`config.mk`:
```
export PLATFORM = sky130hd
export DESIGN_NAME = arc4_key_search
export DESIGN_NICKNAME = d
export VERILOG_FILES = /design/src/rtl/arc4_pkg.sv /design/src/rtl/pt_checker.sv /design/src/rtl/arc4_key_search.sv
export SDC_FILE = /design/constraint.sdc
export NUM_CORES = 1
export LEC_CHECK = 0
export BUFFER_PORTS_ARGS = -buffer_cell sky130_fd_sc_hd__clkbuf_2
export CAP_MARGIN = 15
export CORE_UTILIZATION = 40
export DETAILED_ROUTE_END_ITERATION = 10
export PLACE_DENSITY = 0.63
export SLEW_MARGIN = 20
export SYNTH_ARGS = -nofsm -noshare
export SYNTH_HDL_FRONTEND = slang
export SYNTH_SLANG_ARGS = --single-unit
```
`constraint.sdc`:
```
create_clock -name clk -period 3.3 [get_ports clk]
set_clock_uncertainty 0.2 [all_clocks]
set_input_delay 0.165 -clock clk [delete_from_list [all_inputs] [get_ports clk]]
set_output_delay 0.165 -clock clk [all_outputs]
set_load 0.05 [all_outputs]
```
`src/rtl/arc4_pkg.sv`:
```
// Shared types and constants for the arc4 key-search controller.
package arc4_pkg;

  localparam int KEY_W = 24;

  localparam logic [7:0] ASCII_LO = 8'h20;
  localparam logic [7:0] ASCII_HI = 8'h7E;

  typedef enum logic [2:0] {
    S_IDLE      = 3'd0,
    S_START     = 3'd1,
    S_WAIT_BUSY = 3'd2,
    S_WAIT_DONE = 3'd3,
    S_EVAL      = 3'd4,
    S_DONE      = 3'd5
  } search_state_t;

endpackage

```
`src/rtl/pt_checker.sv`:
```
// Sticky "non-printable byte seen" flag over the snooped arc4 plaintext writes.
module pt_checker
  import arc4_pkg::*;
(
  input  logic       clk,
  input  logic       rst_n,
  input  logic       en,
  input  logic       clr,
  input  logic [7:0] pt_addr,
  input  logic [7:0] pt_wrdata,
  input  logic       pt_wren,
  output logic       bad
);

  logic bad_q, bad_d;
  logic hit;

  // Address 0 carries the message length, so it is never range-checked.
  always_comb begin
    hit = en && pt_wren && (pt_addr != 8'd0) &&
          ((pt_wrdata < ASCII_LO) || (pt_wrdata > ASCII_HI));
  end

  always_comb begin
    bad_d = bad_q;
    if (clr)      bad_d = 1'b0;
    else if (hit) bad_d = 1'b1;
  end

  always_ff @(posedge clk) begin
    if (!rst_n) bad_q <= 1'b0;
    else        bad_q <= bad_d;
  end

  assign bad = bad_q;

endmodule

```
`src/rtl/arc4_key_search.sv`:
```
// Brute-force key search: runs one arc4 decryption per candidate and accepts the first printable result.
module arc4_key_search
  import arc4_pkg::*;
#(
  parameter logic [KEY_W-1:0] KEY_FIRST = 24'h000000,
  parameter logic [KEY_W-1:0] KEY_LAST  = 24'hFFFFFF,
  parameter logic [KEY_W-1:0] KEY_STEP  = 24'd1
) (
  input  logic             clk,
  input  logic             rst_n,
  input  logic             en,
  output logic             rdy,
  output logic             key_valid,
  output logic [KEY_W-1:0] key,
  output logic             arc4_en,
  input  logic             arc4_rdy,
  output logic [KEY_W-1:0] arc4_key,
  input  logic [7:0]       pt_addr,
  input  logic [7:0]       pt_wrdata,
  input  logic             pt_wren
);

  search_state_t    state_q, state_d;
  logic [KEY_W-1:0] cand_q, cand_d;
  logic [KEY_W-1:0] key_q, key_d;
  logic             key_valid_q, key_valid_d;

  logic             chk_clr;
  logic             chk_en;
  logic             bad;
  logic [KEY_W:0]   next_sum;
  logic             exhausted;

  pt_checker u_pt_checker (
    .clk       (clk),
    .rst_n     (rst_n),
    .en        (chk_en),
    .clr       (chk_clr),
    .pt_addr   (pt_addr),
    .pt_wrdata (pt_wrdata),
    .pt_wren   (pt_wren),
    .bad       (bad)
  );

  // 25-bit sum so a step past 24'hFFFFFF ends the search instead of wrapping.
  always_comb begin
    next_sum  = {1'b0, cand_q} + {1'b0, KEY_STEP};
    exhausted = (cand_q == KEY_LAST) || (next_sum > {1'b0, KEY_LAST});
  end

  always_comb begin
    state_d     = state_q;
    cand_d      = cand_q;
    key_d       = key_q;
    key_valid_d = key_valid_q;
    chk_clr     = 1'b0;
    arc4_en     = 1'b0;
    case (state_q)
      S_IDLE, S_DONE: begin
        if (en) begin
          cand_d      = KEY_FIRST;
          key_valid_d = 1'b0;
          chk_clr     = 1'b1;
          state_d     = S_START;
        end
      end
      S_START: begin
        if (arc4_rdy) begin
          arc4_en = 1'b1;
          state_d = S_WAIT_BUSY;
        end
      end
      S_WAIT_BUSY: begin
        if (!arc4_rdy) state_d = S_WAIT_DONE;
      end
      S_WAIT_DONE: begin
        if (arc4_rdy) state_d = S_EVAL;
      end
      S_EVAL: begin
        if (!bad) begin
          key_d       = cand_q;
          key_valid_d = 1'b1;
          state_d     = S_DONE;
        end else if (exhausted) begin
          key_d       = cand_q;
          key_valid_d = 1'b0;
          state_d     = S_DONE;
        end else begin
          cand_d  = next_sum[KEY_W-1:0];
          chk_clr = 1'b1;
          state_d = S_START;
        end
      end
      default: state_d = S_IDLE;
    endcase
  end

  always_comb begin
    chk_en = (state_q == S_WAIT_DONE);
  end

  always_ff @(posedge clk) begin
    if (!rst_n) begin
      state_q     <= S_IDLE;
      cand_q      <= KEY_FIRST;
      key_q       <= '0;
      key_valid_q <= 1'b0;
    end else begin
      state_q     <= state_d;
      cand_q      <= cand_d;
      key_q       <= key_d;
      key_valid_q <= key_valid_d;
    end
  end

  assign rdy       = (state_q == S_IDLE) || (state_q == S_DONE);
  assign key_valid = key_valid_q;
  assign key       = key_q;
  assign arc4_key  = cand_q;

endmodule

```
## Word level (Yosys, flattened, before mapping)

Index checks and enable logic that the tools add are counted.

- Register bits: 53
- Output and inout bits: 51
- Logic and storage cells: 62

- Bitwise gates (word level): 1
- Magnitude comparators: 3
- Add/subtract/negate cells: 1
- Reductions and logical operators: 15
- Eq/ne operators: 14
- Multiplexer cells: 23

Operators by type and width:

| cell | number |
|---|---|
| 24-bit 2-to-1 mux | 5 |
| 24-bit one-hot mux with 2 select lines | 1 |
| 24-bit by 1-bit adder with 25-bit output (second input constant) | 1 |
| 25-bit by 24-bit > comparator with 1-bit output (second input constant) | 1 |
| 24-bit equality test (second input constant) | 1 |
| 3-bit 2-to-1 mux | 6 |
| 3-bit one-hot mux with 5 select lines | 1 |
| 2-bit != test (second input constant) | 6 |
| 8-bit by 7-bit > comparator with 1-bit output (second input constant) | 1 |
| 8-bit by 6-bit < comparator with 1-bit output (second input constant) | 1 |
| 1-bit 2-to-1 mux | 8 |
| 4-bit AND reduction | 2 |
| 8-bit nonzero test | 1 |
| 3-bit by 2-bit equality test with 1-bit output (second input constant) | 2 |
| 3-bit equality test (second input constant) | 2 |
| 1-bit one-hot mux with 2 select lines | 2 |
| 2-bit OR reduction | 2 |
| 3-bit by 1-bit equality test with 1-bit output (second input constant) | 1 |
| 1-bit logical AND | 3 |
| 3-bit zero test | 1 |
| 1-bit logical OR | 3 |
| 3-bit != test (second input constant) | 1 |
| 3-bit AND reduction | 1 |
| 2-bit by 1-bit != test with 1-bit output (second input constant) | 1 |
| 3 further kinds | 3 |

## Longest topological paths before layout

- Depth after elaboration: 7
- Depth in mapped cells: 12
- Mapped depth without buffers: 9

## By module

From an unflattened synthesis, not the netlist that was laid out.

- Cells, all modules: 385
- Area total of the unflattened synthesis: 3046.7 µm²

Modules (own cells, without submodules):

| module | cells each | area an instance (µm²) | instances |
|---|---|---|---|
| arc4_key_search | 375 | 2960.3 | 1 |
| pt_checker | 10 | 86.3 | 1 |

## Worst setup path before layout

OpenSTA, ideal clock, no wires.

- Kind: flip-flop to flip-flop
- Start point: register cand_q[0], in the netlist arc4_key[0]
- End point: register cand_q[14], in the netlist arc4_key[14]
- Path slack: -0.129 ns
- Stages on the path, launching flop included: 12
- Setup time: 0.122 ns
- Data arrival time: 3.107 ns
- Data required time: 2.978 ns
- Period minus slack after synthesis: 3.429 ns
- Cells stage by stage: dfxtp_1 buf_6 inv_1 ha_1 or4b_1 or4_1 a21oi_2 nand2_1 nor4b_4 buf_6 nor2_4 a221o_1

- Word-level cells in the longest chain between the ends: 5
- Elaborated cells between the ends (all ways): 9
- Those cells by class: add/sub (1); order compare (1); eq/ne (2); mux (3); reduce/logical (2)

RTL lines:

| item | RTL line | source |
|---|---|---|
| from (decl) | arc4_key_search.sv:24 | `logic [KEY_W-1:0] cand_q, cand_d;` |
| from (signal assigned) | arc4_key_search.sv:110 | `cand_q <= cand_d;` |
| 24-bit by 1-bit adder with 25-bit output | arc4_key_search.sv:47 | `next_sum = {1'b0, cand_q} + {1'b0, KEY_STEP};` |
| 25-bit by 24-bit > comparator with 1-bit output | arc4_key_search.sv:48 | `exhausted = (cand_q == KEY_LAST) \|\| (next_sum > {1'b0, KEY_LAST});` |
| 1-bit logical OR | arc4_key_search.sv:48 |  |
| 2-bit != test (no line) | -- |  |
| 4-bit AND reduction (no line) | -- |  |

Several ways; a longest one is shown, not always the timed one. The select of a mux whose other input is x is not followed.
A chain may end at the register's enable or synchronous reset.

## Worst setup path after layout

- Start point: register cand_q[1], in the netlist arc4_key[1]
- End point: register cand_q[14], in the netlist arc4_key[14]

The elaborated chain is that of the path after synthesis.

==> results_dict.tcl <==
set metrics [dict create \
    ys_types 62 \
    setup_violations 0 \
    first_global_vias 2761 \
    drv_slew 0 \
    cts_sinks 53 \
    post_cts_buffers 0 \
    critical_path.endpoint "arc4_key[14]$_SDFFE_PN0P_" \
    drc 0 \
    critPathMaxFanout 9 \
    cts.reportedPaths.clkPinSlew_ns 0.10 \
    final_area_sq_um 3660 \
    clk_path_buf_depth 2 \
    totalPowerFinal_mw 1.16 \
    port_buffers 71 \
    antenna_found_initial 0 \
    synthCells 385 \
    setup_tns_ns 0 \
    p_leak_nw 1.38 \
    worstHoldPathType "in2reg" \
    rrSetupSlack_ns 0.12 \
    startpoint_type "register" \
    powerDensity_nw_per_um2 318 \
    avgViaCountPerCell 5.53 \
    chipWidth_um 89.9 \
    synth_nets 408 \
    cp_data_required_time_ns 3.29 \
    layout_commonest_cell "nand2_1" \
    antenna_left 0 \
    ys_dominant_reg_cell "dfxtp_1" \
    ys_ff_latch 53 \
    core_sq_um 7370 \
    grt_max_degree 55 \
    ir_worst_vdd_uv 198 \
    clk_latency_ns 0.30 \
    gp_congestion 0.821 \
    n_fill_cell 755 \
    synth-warning-count 0 \
    worst-slew-pin-transition_ns 0.653 \
    drtIter0Drc 164 \
    min_period_ns 3.18 \
    cp-end-kind "register" \
    fin_crit_sh_pct 96.4 \
    worstPathBufferInverterCount 1 \
    path_cells "ha_1 > or4b_1 > or4_1 > a21oi_2 > nand2_1 > nor4b_4 > buf_4 > nor2_4 > a221o_1" \
    cap_violations 0 \
    synthArstFlopShare_pct 0 \
    max_slew_margin_pct 56.4 \
    r2r_cells 9 \
    cts_max_level 2 \
    utilization_pct 49.7 \
    cts_root_buf "clkbuf_8" \
    synth_edf_count 0 \
    die_height_um 89.9 \
    vias 3028 \
    synth_area_per_cell_sq_um 8.03 \
    crit-reg2reg-launch "arc4_key[1]$_SDFFE_PN0P_" \
    grt_use_total_pct 20.6 \
    fmax_ghz 0.314 \
    routed_wl_um 8370 \
    crit_family "simple AND/OR/NAND/NOR gates" \
    cts_made_buffers 5 \
    nets 472 \
    crit_slowest_cell "or4_1" \
    cpPeakStageDelay_ns 0.49 \
    firstDrtPassIters 5 \
    start_util_pct 42.0 \
    grt_overflow 0 \
    timing.critical_path.from "arc4_key[1]$_SDFFE_PN0P_" \
    grt_pass1_wl_um 13600 \
    rsz0062_at_grt "false" \
    wl_per_cell_um 15.3 \
    hold_violations 0 \
    drive_above_1_share_pct 25.6 \
    cts_tree "done" \
    io_pins 72 \
    die-area_sq_um 8090 \
    place_area_sq_um 3530 \
    syn-cell-area_sq_um 3090 \
    antennaDiodeCount 0 \
    crit_type "reg2reg" \
    ys_seq_area_share_pct 34.3 \
    arrival_ns 3.18 \
    area_growth_pct 18.4 \
    crit_cells 9 \
    hpwl_um 5900 \
    mostFrequentLayoutCells "nand2_1 (80), clkbuf_2 (71), dfxtp_1 (51)" \
    status "complete, no violations" \
    rows 31 \
    r2r-end "arc4_key[14]$_SDFFE_PN0P_" \
]
how the worst min path moves through the flow:
stage | start | end | cells after the start | slack, ns
after floorplan | arc4_rdy | state_q[0]$_SDFFE_PN0P_ | 2 | 0.17
after global placement | key[17]$_SDFFE_PN0P_ | key[17]$_SDFFE_PN0P_ | 2 | 0.24
after detailed placement | key[3]$_SDFFE_PN0P_ | key[3]$_SDFFE_PN0P_ | 2 | 0.25
after CTS | en | state_q[0]$_SDFFE_PN0P_ | 4 | 0.1
after global routing | en | state_q[0]$_SDFFE_PN0P_ | 4 | 0.12
final | en | state_q[0]$_SDFFE_PN0P_ | 4 | 0.09
report_power, final:
part / total, mW / internal, mW / switching (mW) / leakage (nW)
sequential: 0.647 / 0.642 / 0.00509 / 0.428
clock: 0.434 / 0.221 / 0.213 / 0.0540
combinational: 0.0836 / 0.0278 / 0.0558 / 0.894
total: 1.16 / 0.890 / 0.274 / 1.38
layout make-up:
type / count / area, sq um / area share, %
tap: 99 / 124 / 3.38
clock buffer: 5 / 68.8 / 1.88
multi-input combinational: 288 / 1810 / 49.4
clock inverter: 2 / 35.0 / 0.957
inverter: 9 / 33.8 / 0.922
timing repair buffer: 92 / 528 / 14.4
sequential: 53 / 1060 / 29.0
layer usage:
| layer | track usage [%] | routed length, um | share of wire (%) | vias to the layer above |
|---|---|---|---|---|
| li1 | - | - | - | 1509 |
| met3 | 3.30 | 500 | 6.0 | 12 |
| met1 | 29.1 | 4020 | 48 | 1397 |
| met5 | 0 | 0 | 0 | - |
| met4 | 5.51 | 103 | 1.2 | 0 |
| met2 | 32.6 | 3750 | 45 | 110 |
kinds of logic (layout without fill, tap and decap cells):
kind of cell             Yosys count  after routing  synth area share, %
AND/OR/NAND/NOR                  186            186                 30.8
AO/OA/AOI/OAI                     64             64                 15.1
flip-flops                        53             53                 34.3
buffers and inverters             44            108                 7.69
multiplexers                      25             25                 8.13
XOR/XNOR                          10             10                 2.83
adder cells (fa/ha/maj)            3              3                 1.13
worst reg2reg max path, stage by stage (launching register included):
cell     delay [ns]
dfxtp_2        0.43
ha_1           0.27
or4b_1         0.48
or4_1          0.49
a21oi_2        0.16
nand2_1        0.10
nor4b_4        0.29
buf_4          0.23
nor2_4         0.08
a221o_1        0.35
flip-flops by register name (all words and copies together) (netlist names):
name              flops
arc4_key             24
key                  24
state_q               3
key_valid             1
u_pt_checker.bad      1
synth_stat cells (3+ instances only):
cell / n / area [sq um]
nor4_1: 14 / 87.6
a31oi_1: 14 / 87.6
or4_1: 4 / 30.0
and3_1: 3 / 18.8
buf_2: 7 / 35.0
mux2i_1: 24 / 240
a21oi_1: 12 / 60.1
nand4_1: 5 / 31.3
and2_1: 3 / 18.8
xor2_1: 4 / 35.0
inv_1: 8 / 30.0
dfxtp_1: 53 / 1060
a211oi_1: 4 / 30.0
nand3_1: 17 / 85.1
buf_6: 4 / 45.0
nor3_1: 11 / 55.1
clkbuf_1: 18 / 67.6
xnor2_1: 6 / 52.6
nand2_1: 80 / 300
nor2_1: 26 / 97.6
nand2b_1: 3 / 18.8
buf_4: 3 / 22.5
a221o_1: 3 / 30.0
a22o_1: 4 / 35.0
stage by stage:
step | std cells | hold WS (ns) | setup slack [ns]
3_5_place_dp | 540 | 0.247 | 0.156
6_report | 548 | 0.0911 | 0.118
3_3_place_gp | 540 | 0.242 | 0.172
5_1_grt | 548 | 0.121 | 0.0113
2_1_floorplan | 385 | 0.169 | 0.0557
4_1_cts | 548 | 0.0976 | 0.119
what timing repair did:
item                       in CTS  in global routing
hold endpoints to repair        1                  0
setup endpoints to repair       0                 12
hold buffers                    1                  0
resized for setup               0                  2
(Power assumes the default switching activity.)
